`src/rtl/aidan_mcnay_spi_frame_rx.sv`:
```
// SPI-style frame receiver: synchronises SCLK/SDI/CS_n, shifts one MSB-first word per
// CS_n low period and hands it to a val/rdy consumer, flagging bad-length and overrun frames.
module aidan_mcnay_spi_frame_rx #(
  parameter int nbits = 31
) (
  input  logic             clk,
  input  logic             reset,
  input  logic             sclk_in,
  input  logic             sdi_in,
  input  logic             cs_n_in,
  output logic [nbits-1:0] out_data,
  output logic             out_val,
  input  logic             out_rdy,
  output logic             frame_err,
  output logic             overrun,
  output logic             busy
);

  localparam int CW = $clog2(nbits + 1);
  localparam logic [CW-1:0] CNT_MAX = CW'(nbits);

  typedef enum logic {IDLE = 1'b0, SHIFT = 1'b1} state_t;

  state_t state_q, state_d;

  logic sclk_m_q, sclk_s_q, sclk_dly_q;
  logic sdi_m_q, sdi_s_q;
  logic cs_m_q, cs_s_q;
  logic rise;

  logic [nbits-1:0] shreg_q, shreg_d;
  logic [CW-1:0]    cnt_q, cnt_d;
  logic             too_long_q, too_long_d;
  logic [nbits-1:0] out_data_q, out_data_d;
  logic             out_val_q, out_val_d;
  logic             frame_err_q, frame_err_d;
  logic             overrun_q, overrun_d;
  logic             good_frame;

  // Two-flop synchronisers; CS_n idles high so its chain resets to 1.
  always_ff @(posedge clk or negedge reset) begin
    if (!reset) begin
      sclk_m_q   <= 1'b0;
      sclk_s_q   <= 1'b0;
      sclk_dly_q <= 1'b0;
      sdi_m_q    <= 1'b0;
      sdi_s_q    <= 1'b0;
      cs_m_q     <= 1'b1;
      cs_s_q     <= 1'b1;
    end else begin
      sclk_m_q   <= sclk_in;
      sclk_s_q   <= sclk_m_q;
      sclk_dly_q <= sclk_s_q;
      sdi_m_q    <= sdi_in;
      sdi_s_q    <= sdi_m_q;
      cs_m_q     <= cs_n_in;
      cs_s_q     <= cs_m_q;
    end
  end

  assign rise       = sclk_s_q & ~sclk_dly_q;
  assign good_frame = (cnt_q == CNT_MAX) & ~too_long_q;

  always_ff @(posedge clk or negedge reset) begin
    if (!reset) state_q <= IDLE;
    else        state_q <= state_d;
  end

  always_comb begin
    state_d = state_q;
    if (state_q == IDLE) begin
      if (!cs_s_q) state_d = SHIFT;
    end else begin
      if (cs_s_q) state_d = IDLE;
    end
  end

  always_comb begin
    busy = (state_q == SHIFT);
  end

  always_comb begin
    shreg_d     = shreg_q;
    cnt_d       = cnt_q;
    too_long_d  = too_long_q;
    out_data_d  = out_data_q;
    out_val_d   = out_val_q;
    frame_err_d = 1'b0;
    overrun_d   = 1'b0;
    if (out_val_q && out_rdy) out_val_d = 1'b0;
    if (state_q == IDLE) begin
      if (!cs_s_q) begin
        shreg_d    = '0;
        cnt_d      = '0;
        too_long_d = 1'b0;
      end
    end else if (cs_s_q) begin
      // End of frame takes priority over any coincident SCLK rise.
      if (good_frame) begin
        if (!out_val_q || out_rdy) begin
          out_data_d = shreg_q;
          out_val_d  = 1'b1;
        end else begin
          overrun_d = 1'b1;
        end
      end else begin
        frame_err_d = 1'b1;
      end
    end else if (rise) begin
      if (cnt_q != CNT_MAX) begin
        shreg_d = {shreg_q[nbits-2:0], sdi_s_q};
        cnt_d   = cnt_q + 1'b1;
      end else begin
        too_long_d = 1'b1;
      end
    end
  end

  always_ff @(posedge clk or negedge reset) begin
    if (!reset) begin
      shreg_q     <= '0;
      cnt_q       <= '0;
      too_long_q  <= 1'b0;
      out_data_q  <= '0;
      out_val_q   <= 1'b0;
      frame_err_q <= 1'b0;
      overrun_q   <= 1'b0;
    end else begin
      shreg_q     <= shreg_d;
      cnt_q       <= cnt_d;
      too_long_q  <= too_long_d;
      out_data_q  <= out_data_d;
      out_val_q   <= out_val_d;
      frame_err_q <= frame_err_d;
      overrun_q   <= overrun_d;
    end
  end

  assign out_data  = out_data_q;
  assign out_val   = out_val_q;
  assign frame_err = frame_err_q;
  assign overrun   = overrun_q;

endmodule

```
`config.mk`:
```
export PLATFORM = sky130hd
export DESIGN_NAME = aidan_mcnay_spi_frame_rx
export DESIGN_NICKNAME = d
export VERILOG_FILES = /design/src/rtl/aidan_mcnay_spi_frame_rx.sv
export SDC_FILE = /design/constraint.sdc
export NUM_CORES = 1
export LEC_CHECK = 0
export ABC_CLOCK_PERIOD_IN_PS = 2040
export BUFFER_PORTS_ARGS = -buffer_cell sky130_fd_sc_hd__buf_2
export CORE_UTILIZATION = 32
export DETAILED_ROUTE_END_ITERATION = 6
export PLACE_DENSITY_LB_ADDON = 0.05
export SYNTH_ARGS = -nofsm -noshare
export SYNTH_HDL_FRONTEND = slang
export SYNTH_SLANG_ARGS = --single-unit
```
`constraint.sdc`:
```
create_clock -name clk -period 2.04 [get_ports clk]
set_input_delay 0.306 -clock clk [delete_from_list [all_inputs] [get_ports clk]]
set_output_delay 0.306 -clock clk [all_outputs]
set_load 0.05 [all_outputs]
```
==> flow_summary_export.csv <==
group,metric,value,unit
outcome,status,"finished with violations",
outcome,violations,"setup timing",
setup_path,crit_chain,"ha_2, and3_4, ha_4, or3b_4, a21oi_4, buf_4, clkbuf_16, mux2i_1",
yosys,yosys.area.top_type_share,0.602,
final_layout,mostFrequentLayoutCells,"dfrtp_1, buf_2, nand2_1, inv_1, mux2i_1",
timing,min_period,2.09,ns
timing,rsz0062_at_grt,"yes",
clock_network,cts_root_buf,"clkbuf_8",
final_layout,final_nets,318,
timing,fmax,479,MHz
flow_run,maxCapViolations,0,
detailed_routing,drcViolationCount,0,
detailed_routing,vias,1935,
global_routing,grt.overflow.total,0,
setup_path,slowest_stage,"dfrtp_1",
yosys,syn_area,3200,um^2
timing,fin_ws,-0.0489,ns
timing,finalCritPeriodShare,1.02,
yosys,yosysSeqAreaShare,0.618,
timing,clock_skew,0.0106,ns
power,pwr_density_cell,817,nW/um^2
detailed_routing,dr.first_iter.drc_count,40,
timing,setup-tns-final,-0.571,ns
timing,worst_pin_slew,0.472,ns
global_routing,grt_max_degree,43,
placement,numPortBuffers,40,
setup_path,worst-path-buf-inv,2,
yosys,synth.area.top_cells,"dfrtp_1, mux2i_1, mux2_2, nand2_1, inv_1",
yosys,syn_inst,248,
yosys,synth_nets,256,
detailed_routing,dr.pass1.iters,4,
yosys,avgSynthCellArea,12.9,um^2
power,p_leak,2.00,nW
timing,slew_headroom,0.685,
final_layout,fill_cells,956,
setup_path,startpoint_type,"flop",
final_layout,final_util,0.416,
die,start_util,0.329,
clock_network,numCtsBuffers,9,
setup_path,cp-end-kind,"flop",
power,vdd_drop_max,0.382,mV
setup_path,crit_fanout,8,
placement,gp_congestion,0.661,
timing,drv_slew,0,
detailed_routing,postRouteAntennaNets,0,
die,die_w,102,um
setup_path,required,2.31,ns
die,rows,36,
timing,setup_violations,24,
clock_network,htreeDepth,3,
detailed_routing,vias_per_cell,4.32,
global_routing,grt_usage,0.124,
final_layout,final_cells,448,
setup_path,cp_top_family,"simple AND/OR/NAND/NOR gates",
global_routing,antenna_found_initial,0,
final_layout,mostFrequentLayoutCell,"dfrtp_1",
min_path,hp-class,"in -> reg",
clock_network,cts_max_path_buffers,2,
setup_path,cp_data_arrival_time,2.36,ns
detailed_routing,wl,5950,um
yosys,synth_top_area_cell,"dfrtp_1",
setup_path,max_stage_delay,0.39,ns
detailed_routing,routedWlPerCell,13.3,um
timing,hold_slack,0.0539,ns
global_routing,grt_pass1_vias,1902,
setup_path,crit_type,"reg -> reg",
yosys,ys_types,29,
timing,hold_violations,0,
die,dieArea,10400,um^2
yosys,ys_ff_latch,79,
global_routing,grt_pass1_wl,9760,um
final_layout,area_growth_syn_to_layout,26.4,%
placement,dp_cells,420,
yosys,yosysWarnings,0,
final_layout,diodes,0,
die,die_h,102,um
clock_network,clock-sinks,79,
die,io_pins,41,
clock_network,tritoncts,"done",
clock_network,clkTransAtPathRegs,0.09,ns
placement,hpwl,3650,um
clock_network,insertion_delay,0.35,ns
die,core-area,9730,um^2
final_layout,drive_above_1_share,0.359,
==> cell type report <==
cell class                      count  area [um^2]  share of cell area
Timing Repair Buffer               62          492               0.121
Inverter                           35          131              0.0325
Multi-Input combinational cell    123         1030               0.256
Sequential cell                    79         1980               0.489
Clock inverter                      7          120              0.0297
Clock buffer                        9          124              0.0306
Tap cell                          133          166              0.0411
==> per-layer routing <==
layer,track usage,up-vias,share of wire
li1,-,928,-
met1,0.165,967,0.49
met2,0.192,30,0.46
met3,0.0274,10,0.027
met4,0.0626,0,0.017
met5,0,-,0
==> state kept, by name, summed over array words and instances (netlist names) <==
register    flops
busy            1
cnt_q           5
cs_m_q          1
cs_s_q          1
frame_err       1
out_data       31
out_val         1
overrun         1
sclk_dly_q      1
sclk_m_q        1
sclk_s_q        1
sdi_m_q         1
sdi_s_q         1
shreg_q        31
too_long_q      1
==> power by group <==
part	leakage, nW	switching [mW]	internal [mW]	total, mW
clock network	0.120	0.592	0.817	1.41
logic	0.804	0.129	0.135	0.264
registers	1.08	0.0300	1.60	1.63
total	2.00	0.751	2.56	3.31
==> worst reg2reg max path, delay by kind of cell (launching register included) <==
family	cells	cell delay [ns]
simple gates	2	0.57
fa+ha+maj	2	0.36
buf+inv	2	0.31
flops	1	0.39
compound gates	1	0.21
mux	1	0.18
==> cell families after synthesis <==
family	after synthesis	synth area share
adder cells (fa/ha/maj)	2	0.00781
multiplexers	65	0.216
AO/OA/AOI/OAI	6	0.0176
buffers and inverters	46	0.0684
flip-flops	79	0.618
AND/OR/NAND/NOR	50	0.0723
==> repair_timing <==
| item | CTS | global route |
|---|---|---|
| setup endpoints to repair | 32 | 42 |
| gates cloned | 1 | 2 |
| setup buffers | 4 | 5 |
| hold buffers | 1 | 0 |
| resized for setup | 3 | 1 |
| hold endpoints to repair | 31 | 0 |
==> Yosys cell counts <==
master    instances
dfrtp_1          77
nand2_1          37
inv_1            35
mux2i_1          33
mux2_2           27
mux2_1            5
buf_4             3
buf_8             3
clkbuf_1          3
dfstp_2           2
ha_1              2
nor2_1            2
nor2b_1           2
nor4bb_1          2
a21oi_1           1
a21oi_4           1
a221o_1           1
and3_1            1
buf_1             1
buf_2             1
nand2b_1          1
nand3_1           1
nand3b_1          1
nand4b_1          1
nor3b_1           1
o211ai_1          1
o22a_1            1
o311ai_0          1
or3b_4            1
==> path summary, 6_finish.rpt <==
| path | slack [ns] | depth (start not counted) | startpoint | endpoint |
|---|---|---|---|---|
| worst min register to register | 0.35 | 0 | sdi_m_q$_DFF_PN0_ | sdi_s_q$_DFF_PN0_ |
| worst max register to register | -0.05 | 8 | cnt_q[1]$_DFFE_PN0P_ | shreg_q[20]$_DFFE_PN0P_ |
| worst max-delay path | -0.05 | 8 | cnt_q[1]$_DFFE_PN0P_ | shreg_q[20]$_DFFE_PN0P_ |
| min in group asynchronous | 0.46 | 2 | reset | cnt_q[2]$_DFFE_PN0P_ |
| worst min-delay path | 0.05 | 1 | cs_n_in | cs_m_q$_DFF_PN1_ |
| max in group asynchronous | 1.03 | 3 | reset | out_data[19]$_DFFE_PN0P_ |
==> per-stage QoR <==
| stage | worst slack [ns] | area [um^2] | power [mW] |
|---|---|---|---|
| global route | -0.109 | 4050 | 3.46 |
| floorplan | 0.0125 | 3230 | 1.78 |
| finish | -0.0489 | 4050 | 3.31 |
| detailed placement | -0.0225 | 3660 | 1.89 |
| global placement | 0.0203 | 3660 | 1.89 |
| CTS | -0.0305 | 3980 | 3.34 |
Power figures use the tool's default switching activity.
